File: src/rtl/rgb_led_fader.sv
// RGB LED fader: button-driven color/brightness modes, per-channel ramped fades,
// and a shared PWM counter whose duty is latched once per period.
module rgb_led_fader #(
  parameter int DUTY_W     = 7,
  parameter int NUM_COLOR  = 7,
  parameter int NUM_BRIGHT = 4,
  parameter int PWM_DIV    = 78,
  parameter int FADE_DIV   = 100_000
) (
  input  logic       clk,
  input  logic       reset_p,
  input  logic       short_press,
  input  logic       long_press,
  input  logic       timer_end,
  input  logic       fade_en,
  output logic [2:0] led,
  output logic [2:0] color_mode,
  output logic [1:0] brightness_mode,
  output logic       fading
);

  localparam int PWM_CW  = $clog2(PWM_DIV + 1);
  localparam int FADE_CW = $clog2(FADE_DIV + 1);

  localparam logic [DUTY_W-1:0]  FS          = DUTY_W'((2 ** DUTY_W) - 1);
  localparam logic [DUTY_W-1:0]  PWM_TOP     = DUTY_W'((2 ** DUTY_W) - 2);
  localparam logic [PWM_CW-1:0]  PWM_LAST    = PWM_CW'(PWM_DIV - 1);
  localparam logic [FADE_CW-1:0] FADE_LAST   = FADE_CW'(FADE_DIV - 1);
  localparam logic [2:0]         COLOR_LAST  = 3'(NUM_COLOR - 1);
  localparam logic [1:0]         BRIGHT_LAST = 2'(NUM_BRIGHT - 1);

  // Channel enables per color index, bit order {blue, green, red}.
  function automatic logic [2:0] color_mask(input logic [2:0] idx);
    logic [2:0] m;
    case (idx)
      3'd0:    m = 3'b001;
      3'd1:    m = 3'b010;
      3'd2:    m = 3'b100;
      3'd3:    m = 3'b011;
      3'd4:    m = 3'b110;
      3'd5:    m = 3'b101;
      3'd6:    m = 3'b111;
      default: m = 3'b000;
    endcase
    return m;
  endfunction

  // Each brightness step below the top divides the duty by four.
  function automatic logic [DUTY_W-1:0] level_scale(input logic on, input logic [1:0] level);
    int sh;
    sh = 2 * (NUM_BRIGHT - 1 - int'(level));
    if (!on || level == 2'd0) return '0;
    return FS >> sh;
  endfunction

  function automatic logic [DUTY_W-1:0] ramp(input logic [DUTY_W-1:0] cur,
                                             input logic [DUTY_W-1:0] tgt);
    if (cur < tgt) return cur + DUTY_W'(1);
    if (cur > tgt) return cur - DUTY_W'(1);
    return cur;
  endfunction

  logic [2:0]        mask_p0;
  logic [DUTY_W-1:0] target_p1 [3];
  logic [DUTY_W-1:0] cur_p2    [3];
  logic [DUTY_W-1:0] shadow_p3 [3];
  logic [FADE_CW-1:0] fade_cnt;
  logic               fade_step;
  logic [PWM_CW-1:0]  pwm_pre;
  logic               pwm_tick;
  logic [DUTY_W-1:0]  pwm_cnt;
  logic               pwm_wrap;

  // Stage p0: mode registers
  always_ff @(posedge clk or posedge reset_p) begin
    if (reset_p) begin
      color_mode      <= '0;
      brightness_mode <= '0;
    end else if (timer_end) begin
      brightness_mode <= '0;
    end else if (long_press) begin
      brightness_mode <= (brightness_mode == BRIGHT_LAST) ? 2'd0 : brightness_mode + 2'd1;
    end else if (short_press) begin
      color_mode <= (color_mode == COLOR_LAST) ? 3'd0 : color_mode + 3'd1;
    end
  end

  assign mask_p0 = color_mask(color_mode);

  // Stage p1: per-channel target
  always_ff @(posedge clk or posedge reset_p) begin
    if (reset_p) begin
      for (int i = 0; i < 3; i++) target_p1[i] <= '0;
    end else begin
      for (int i = 0; i < 3; i++) target_p1[i] <= level_scale(mask_p0[i], brightness_mode);
    end
  end

  assign fade_step = (fade_cnt == FADE_LAST);

  always_ff @(posedge clk or posedge reset_p) begin
    if (reset_p) fade_cnt <= '0;
    else         fade_cnt <= fade_step ? '0 : fade_cnt + FADE_CW'(1);
  end

  // Stage p2: current (possibly ramping) duty
  always_ff @(posedge clk or posedge reset_p) begin
    if (reset_p) begin
      for (int i = 0; i < 3; i++) cur_p2[i] <= '0;
    end else if (!fade_en) begin
      for (int i = 0; i < 3; i++) cur_p2[i] <= target_p1[i];
    end else if (fade_step) begin
      for (int i = 0; i < 3; i++) cur_p2[i] <= ramp(cur_p2[i], target_p1[i]);
    end
  end

  always_comb begin
    fading = 1'b0;
    for (int i = 0; i < 3; i++) begin
      if (cur_p2[i] != target_p1[i]) fading = 1'b1;
    end
  end

  assign pwm_tick = (pwm_pre == PWM_LAST);
  assign pwm_wrap = pwm_tick && (pwm_cnt == PWM_TOP);

  always_ff @(posedge clk or posedge reset_p) begin
    if (reset_p) begin
      pwm_pre <= '0;
      pwm_cnt <= '0;
    end else begin
      pwm_pre <= pwm_tick ? '0 : pwm_pre + PWM_CW'(1);
      if (pwm_tick) pwm_cnt <= pwm_wrap ? '0 : pwm_cnt + DUTY_W'(1);
    end
  end

  // Stage p3: duty frozen for a whole PWM period, then compared
  always_ff @(posedge clk or posedge reset_p) begin
    if (reset_p) begin
      for (int i = 0; i < 3; i++) shadow_p3[i] <= '0;
    end else if (pwm_wrap) begin
      for (int i = 0; i < 3; i++) shadow_p3[i] <= cur_p2[i];
    end
  end

  always_ff @(posedge clk or posedge reset_p) begin
    if (reset_p) begin
      led <= '0;
    end else begin
      for (int i = 0; i < 3; i++) led[i] <= (pwm_cnt < shadow_p3[i]);
    end
  end

endmodule
File: config.mk
export PLATFORM = sky130hd
export DESIGN_NAME = rgb_led_fader
export DESIGN_NICKNAME = d
export VERILOG_FILES = /design/src/rtl/rgb_led_fader.sv
export SDC_FILE = /design/constraint.sdc
export NUM_CORES = 1
export LEC_CHECK = 0
export BUFFER_PORTS_ARGS = -buffer_cell sky130_fd_sc_hd__buf_2
export CORE_ASPECT_RATIO = 1.2
export CORE_MARGIN = 3
export CORE_UTILIZATION = 40
export DETAILED_ROUTE_END_ITERATION = 16
export GPL_ROUTABILITY_DRIVEN = 0
export PLACE_DENSITY_LB_ADDON = 0.25
export RECOVER_POWER = 100
export SLEW_MARGIN = 20
export SYNTH_ARGS = -nofsm -noshare
export SYNTH_HDL_FRONTEND = slang
export SYNTH_SLANG_ARGS = --single-unit
File: constraint.sdc
create_clock -name clk -period 3.9 [get_ports clk]
set_clock_uncertainty 0.05 [all_clocks]
set_input_delay 0.78 -clock clk [delete_from_list [all_inputs] [get_ports clk]]
set_output_delay 0.78 -clock clk [all_outputs]
set_load 0.005 [all_outputs]
# Word level (Yosys, flattened, before mapping)
# Cells that the tools add are included.
[totals]
register_bits = 102
in_bits = 6
word_cells = 125
[classes]
n_addsub = 12
magnitude_cmp = 9
n_eq_ne = 17
shifts = 1
n_mux = 55
n_bitwise = 2
n_reduce_logical = 14
[op_table]
columns = ["operator", "n"]
rows = [
  ["7-bit two-way mux", 20],
  ["7-bit less-than comparator", 6],
  ["21-bit two-way mux", 2],
  ["7-bit by 1-bit adder with 7-bit output (second input constant)", 5],
  ["7-bit by 32-bit >> shifter with 7-bit output (first input constant)", 1],
  ["1-bit two-way mux", 27],
  ["7-bit > comparator", 3],
  ["7-bit != test", 3],
  ["3-bit one-hot mux with 7 select lines", 1],
  ["7-bit by 1-bit subtractor with 7-bit output (second input constant)", 3],
  ["17-bit by 1-bit adder with 17-bit output (second input constant)", 1],
  ["17-bit equality test (second input constant)", 1],
  ["17-bit two-way mux", 1],
  ["7-bit equality test (second input constant)", 2],
  ["3-bit equality test (second input constant)", 3],
  ["3-bit by 1-bit != test with 1-bit output (second input constant)", 3],
  ["3-bit by 2-bit equality test with 1-bit output (second input constant)", 2],
  ["2-bit two-way mux", 3],
  ["2-bit AND reduction", 3],
  ["3-bit by 1-bit adder with 3-bit output (second input constant)", 1],
  ["3-bit by 1-bit equality test with 1-bit output (second input constant)", 1],
  ["1-bit zero test", 3],
  ["3-bit zero test", 1],
  ["1-bit logical OR", 3],
  ["10 further kinds", 11],
]

# Longest topological paths before layout
[depth]
word_depth = 11
ltp_mapped = 9
ltp_nobuf = 8

# Worst setup path after synthesis
# OpenSTA, ideal clock, no wires.
[synth_path]
path_kind = "reg2reg"
start = "register cur_p2[4] (netlist bit)"
end = "register cur_p2[6] (netlist bit)"
setup_time_ns = 0.087
arrival_time_ns = 2.334
required_time_ns = 3.763
path_slack_ns = 1.430
path_stages_with_launch = 8
n_path_buf = 0
synth_period_minus_slack_ns = 2.470
cell_sequence = "dfrtp_1 ha_1 a211oi_1 o21bai_1 o21ai_2 or3b_2 a2111o_1 o211ai_1"
[synth_via]
elab_chain_len = 7
word_cells_on_any_way = 19
classes_between = "add/sub (2); order compare (2); eq/ne (1); mux (13); reduce/logical (1)"
[synth_rtl]
columns = ["item", "line_no", "text"]
rows = [
  ["from (decl)", "65", "logic [DUTY_W-1:0] cur_p2 [3];"],
  ["7-bit > comparator (tied with other cells)", "59", "if (cur > tgt) return cur - DUTY_W'(1);"],
  ["1-bit two-way mux (tied with other cells) (2 in series)", "59", ""],
  ["1-bit two-way mux (tied with other cells)", "112", "end else if (fade_step) begin"],
  ["1-bit two-way mux / 7-bit two-way mux (equally long branches)", "110, 59", ""],
  ["3-bit by 1-bit != test with 1-bit output (no line) / 21-bit two-way mux (equally long branches)", "-", ""],
  ["2-bit AND reduction (no line) / 21-bit two-way mux (equally long branches)", "-", ""],
]
# Several ways; a longest one is shown, not always the timed one. The select of a mux whose other input is x is not followed.
# A chain may end at the register's enable or synchronous reset.

# Worst setup path in the final report
[layout_path]
start = "register fade_cnt[11]"
end = "register cur_p2[19] (netlist bit)"
[layout_via]
elab_chain_len = 3
[layout_rtl]
columns = ["item", "line_no", "text"]
rows = [
  ["from (decl)", "67", "logic [FADE_CW-1:0] fade_cnt;"],
  ["from (signal assigned)", "103", "else fade_cnt <= fade_step ? '0 : fade_cnt + FADE_CW'(1);"],
  ["17-bit equality test", "99", "assign fade_step = (fade_cnt == FADE_LAST);"],
  ["2-bit by 1-bit != test with 1-bit output (no line)", "-", ""],
  ["2-bit AND reduction (no line)", "-", ""],
]
# Every way passes these cells.

==> flow_summary.rst <==
.. list-table::
   :header-rows: 1

   * - Metric
     - Value
   * - Average cell area after synthesis
     - 9.30 µm²
   * - Violated checks
     - capacitance limit, slew limit
   * - Count of placed standard cells in the final layout, fillers left out
     - 774
   * - Final setup violation count
     - 0
   * - Summed instance area of the synthesized netlist
     - 5490 µm²
   * - Number of fillers in the final layout
     - 1323
   * - TritonCTS clock tree
     - built
   * - DR vias/cell
     - between 5 and 6
   * - Setup repair after global routing missed its margin
     - false
   * - Layout overhead on the synthesized area
     - 9.16%
   * - Post-synthesis async set-or-reset flop share
     - 100%
   * - Count of antenna diodes in the layout
     - 0
   * - Critical Path, Cell by Cell
     - or4b_1 > nor4_1 > clkbuf_1 > nand2_1 > o211a_1 > or3_1
   * - Port bufs
     - 14
   * - Top post-synthesis cells by count
     - 93 x dfrtp_1, 54 x nor2_1, 53 x ha_1, 53 x nand2_1, 43 x inv_1
   * - Run status
     - finished with violations
   * - Critical Path Start Type
     - flop
   * - Number of CTS-inserted buffers
     - 9
   * - Max Transition Viols Final
     - 65
   * - Vias in the first global route
     - between 4000 and 5000
   * - Max IR drop VDD
     - 0.000321 V
   * - Slowest cell on crit path
     - clkbuf_1
   * - Most numerous cell in the Yosys netlist
     - dfrtp_1
   * - Cell at the root of the clock tree
     - clkbuf_16
   * - Number of register bits inferred by synthesis
     - 93
   * - Overflow after GRT
     - 0
   * - Max Freq
     - 0.320 GHz
   * - Static Leak
     - 2.73 nW
   * - H-Tree Level Count
     - 3
   * - WS Path Type
     - reg2reg
   * - Max Cap Viol
     - 1
   * - Max clock buf depth
     - 2
   * - Final clock period utilization by the worst path
     - 80.1%
   * - HPWL reported at the end of detailed placement
     - 7990 µm
   * - Sequential share of the synthesized area
     - 42.4%
   * - Sink Count
     - 93
   * - CTS clock-pin slew for the worst setup and hold paths
     - 0.07 ns
   * - Worst-Margin Slew
     - 2.34 ns
   * - Number of setup buffers added after CTS
     - 0
   * - Worst Setup Slack post-DPL
     - 1.15 ns
   * - Class of the worst hold path
     - reg2reg
   * - Net count, final
     - 661
   * - Hold Vio Cnt, Final
     - 0
   * - Pin count of the biggest net entering global routing
     - 65
   * - Largest incremental delay on the critical path
     - between 0.7 and 0.8 ns
   * - Post-Synthesis Net Count
     - 650
   * - Number of antenna-violating nets in the routed design
     - 0
   * - Number of cells after detailed placement
     - between 700 and 800
   * - Number of buffers inserted for hold repair after clock tree synthesis
     - 0
   * - Antenna violations before repair
     - 0
   * - Later-pin clock latency in the skew report
     - 0.33 ns
   * - Post-Syn Instances
     - 591
   * - Chip height
     - between 100 and 150 µm
   * - CORE AREA
     - 13400 µm²
   * - Maximum fanout along the worst path
     - 18
   * - Synth area leaders
     - dfrtp_1 42%, ha_1 12%, nor2_1 3.7%, nand2_1 3.6%, o21ai_0 3.5%
   * - Number of gates given a new drive strength after cts
     - 0
   * - Area of the die
     - 15200 µm²
   * - Detailed Route WL
     - 11200 µm
   * - Drt drc
     - 0
   * - Minimum clock period
     - 3.13 ns
   * - Hold slack final
     - 0.433 ns
   * - Required time at the endpoint of the critical path
     - 4.07 ns
   * - Final critical-path setup slack
     - around 0.77 ns
   * - Number of enable flip-flop cells after synthesis
     - 0
   * - Worst EP arrival
     - about 3.3 ns
   * - Site Rows
     - 46
   * - Slew margin rel.
     - -56.1%
   * - Category of the worst setup path capture point
     - flop
   * - Die width
     - 113 µm
   * - Power per standard cell area
     - 446 nW/µm²
   * - Initial cell density of the core
     - roughly two fifths
   * - Final setup TNS
     - 0 ns
   * - Number of distinct library cells after synthesis
     - 51
   * - PnR Total Power
     - 2.67 mW
   * - Synth warn
     - 0
   * - Top cell type's share of synthesized area
     - 42.4%
   * - Top-level I/O count
     - 15
   * - Library cell with the largest summed area after synthesis
     - dfrtp_1
   * - Average wire per cell in the routed design
     - ~15 µm
   * - Total routing resource utilization after global routing
     - 15.8%
   * - Drt pass-1 iters
     - 4
   * - Routed vias
     - 4141
   * - DR iter-0 viols
     - 224
   * - Ys flop type
     - dfrtp_1
   * - Share of cells above drive strength 1
     - 5.61%
   * - Global-route wire length before repair
     - just under 20000 µm
## layout by cell type, fill, tap and decap left out, types with 3 or more instances in the layout
cell	n
dfrtp_1	93
nor2_1	54
nand2_1	53
ha_1	53
inv_1	43
o21ai_0	38
a21oi_1	30
nand3_1	22
xnor2_1	16
nor3_1	15
mux2i_1	14
nand4_1	14
nand2b_1	11
a21o_1	11
and3_1	10
xor2_1	10
clkbuf_1	10
clkbuf_16	9
or3_1	8
buf_2	8
and2_0	7
o21a_1	5
nor2b_1	5
and4_1	4
o22ai_1	4
nand3b_1	4
o31ai_1	4
a211o_1	4
mux2_2	4
a31oi_1	3
or4bb_1	3
nor4_1	3
o211ai_1	3
## cells by family after synthesis
kind of cell / count (synthesis) / share of synthesized area (%)
buf+inv: 62 / 4.30
fa+ha+maj: 53 / 12.1
flops: 93 / 42.4
xor+xnor: 26 / 4.14
compound gates: 114 / 12.7
simple gates: 225 / 21.1
mux: 18 / 3.37
## routing by layer
layer | part of all wire [%] | track usage (%) | wire (µm)
met1 | 48 | 21.0 | 5350
met4 | 1.6 | 5.48 | 178
met2 | 48 | 26.0 | 5400
met3 | 2.8 | 2.57 | 317
met5 | 0 | 0 | 0
## flip-flops by register name (all words and copies together), names as in the netlist
| signal | cells |
|---|---|
| brightness_mode | 2 |
| pwm_cnt | 7 |
| cur_p2 | 21 |
| color_mode | 3 |
| pwm_pre | 7 |
| fade_cnt | 17 |
| shadow_p3 | 21 |
| led | 3 |
| target_p1 | 12 |
## report_power, final
group	internal, mW	total, mW	switching (mW)
clock network	0.513	0.872	0.359
registers	1.03	1.15	0.117
logic	0.280	0.656	0.376
total	1.82	2.67	0.852
## worst paths after layout
check / from / to / slack [ns] / depth (start not counted)
setup / recovery: fade_cnt[11] / cur_p2[19] / 0.77 / 6
hold / removal: fade_cnt[0] / fade_cnt[0] / 0.43 / 1
setup reg to reg: fade_cnt[11] / cur_p2[19] / 0.77 / 6
hold reg to reg: fade_cnt[0] / fade_cnt[0] / 0.43 / 1
max in group asynchronous: reset_p / target_p1[18] / 1.02 / 3
min in group asynchronous: reset_p / pwm_pre[0] / 1.18 / 2
## per-stage QoR
step | utilization (%) | cell area, µm²
final | 44.9 | 6000
after global routing | 44.9 | 6000
after CTS | 45.2 | 6030
after detailed placement | 43.0 | 5740
after global placement | 43.0 | 5740
after floorplan | - | 5490
## critical path: cells and delay by family (launching register included)
kind	cells	cell delay, ns
compound gates	1	0.30
buf+inv	1	0.76
flops	1	0.44
simple gates	4	1.46
## layout make-up
class	instances	area, µm²	share of cell area, %
inverters	43	161	2.69
clock buffers	12	246	4.11
clock inverters	3	46.3	0.772
repair buffers	19	90.1	1.50
flip-flops and latches	93	2330	38.8
multi-input cells	436	2920	48.6
well taps	168	210	3.51
Note: power is estimated with default switching activity, not from simulation.
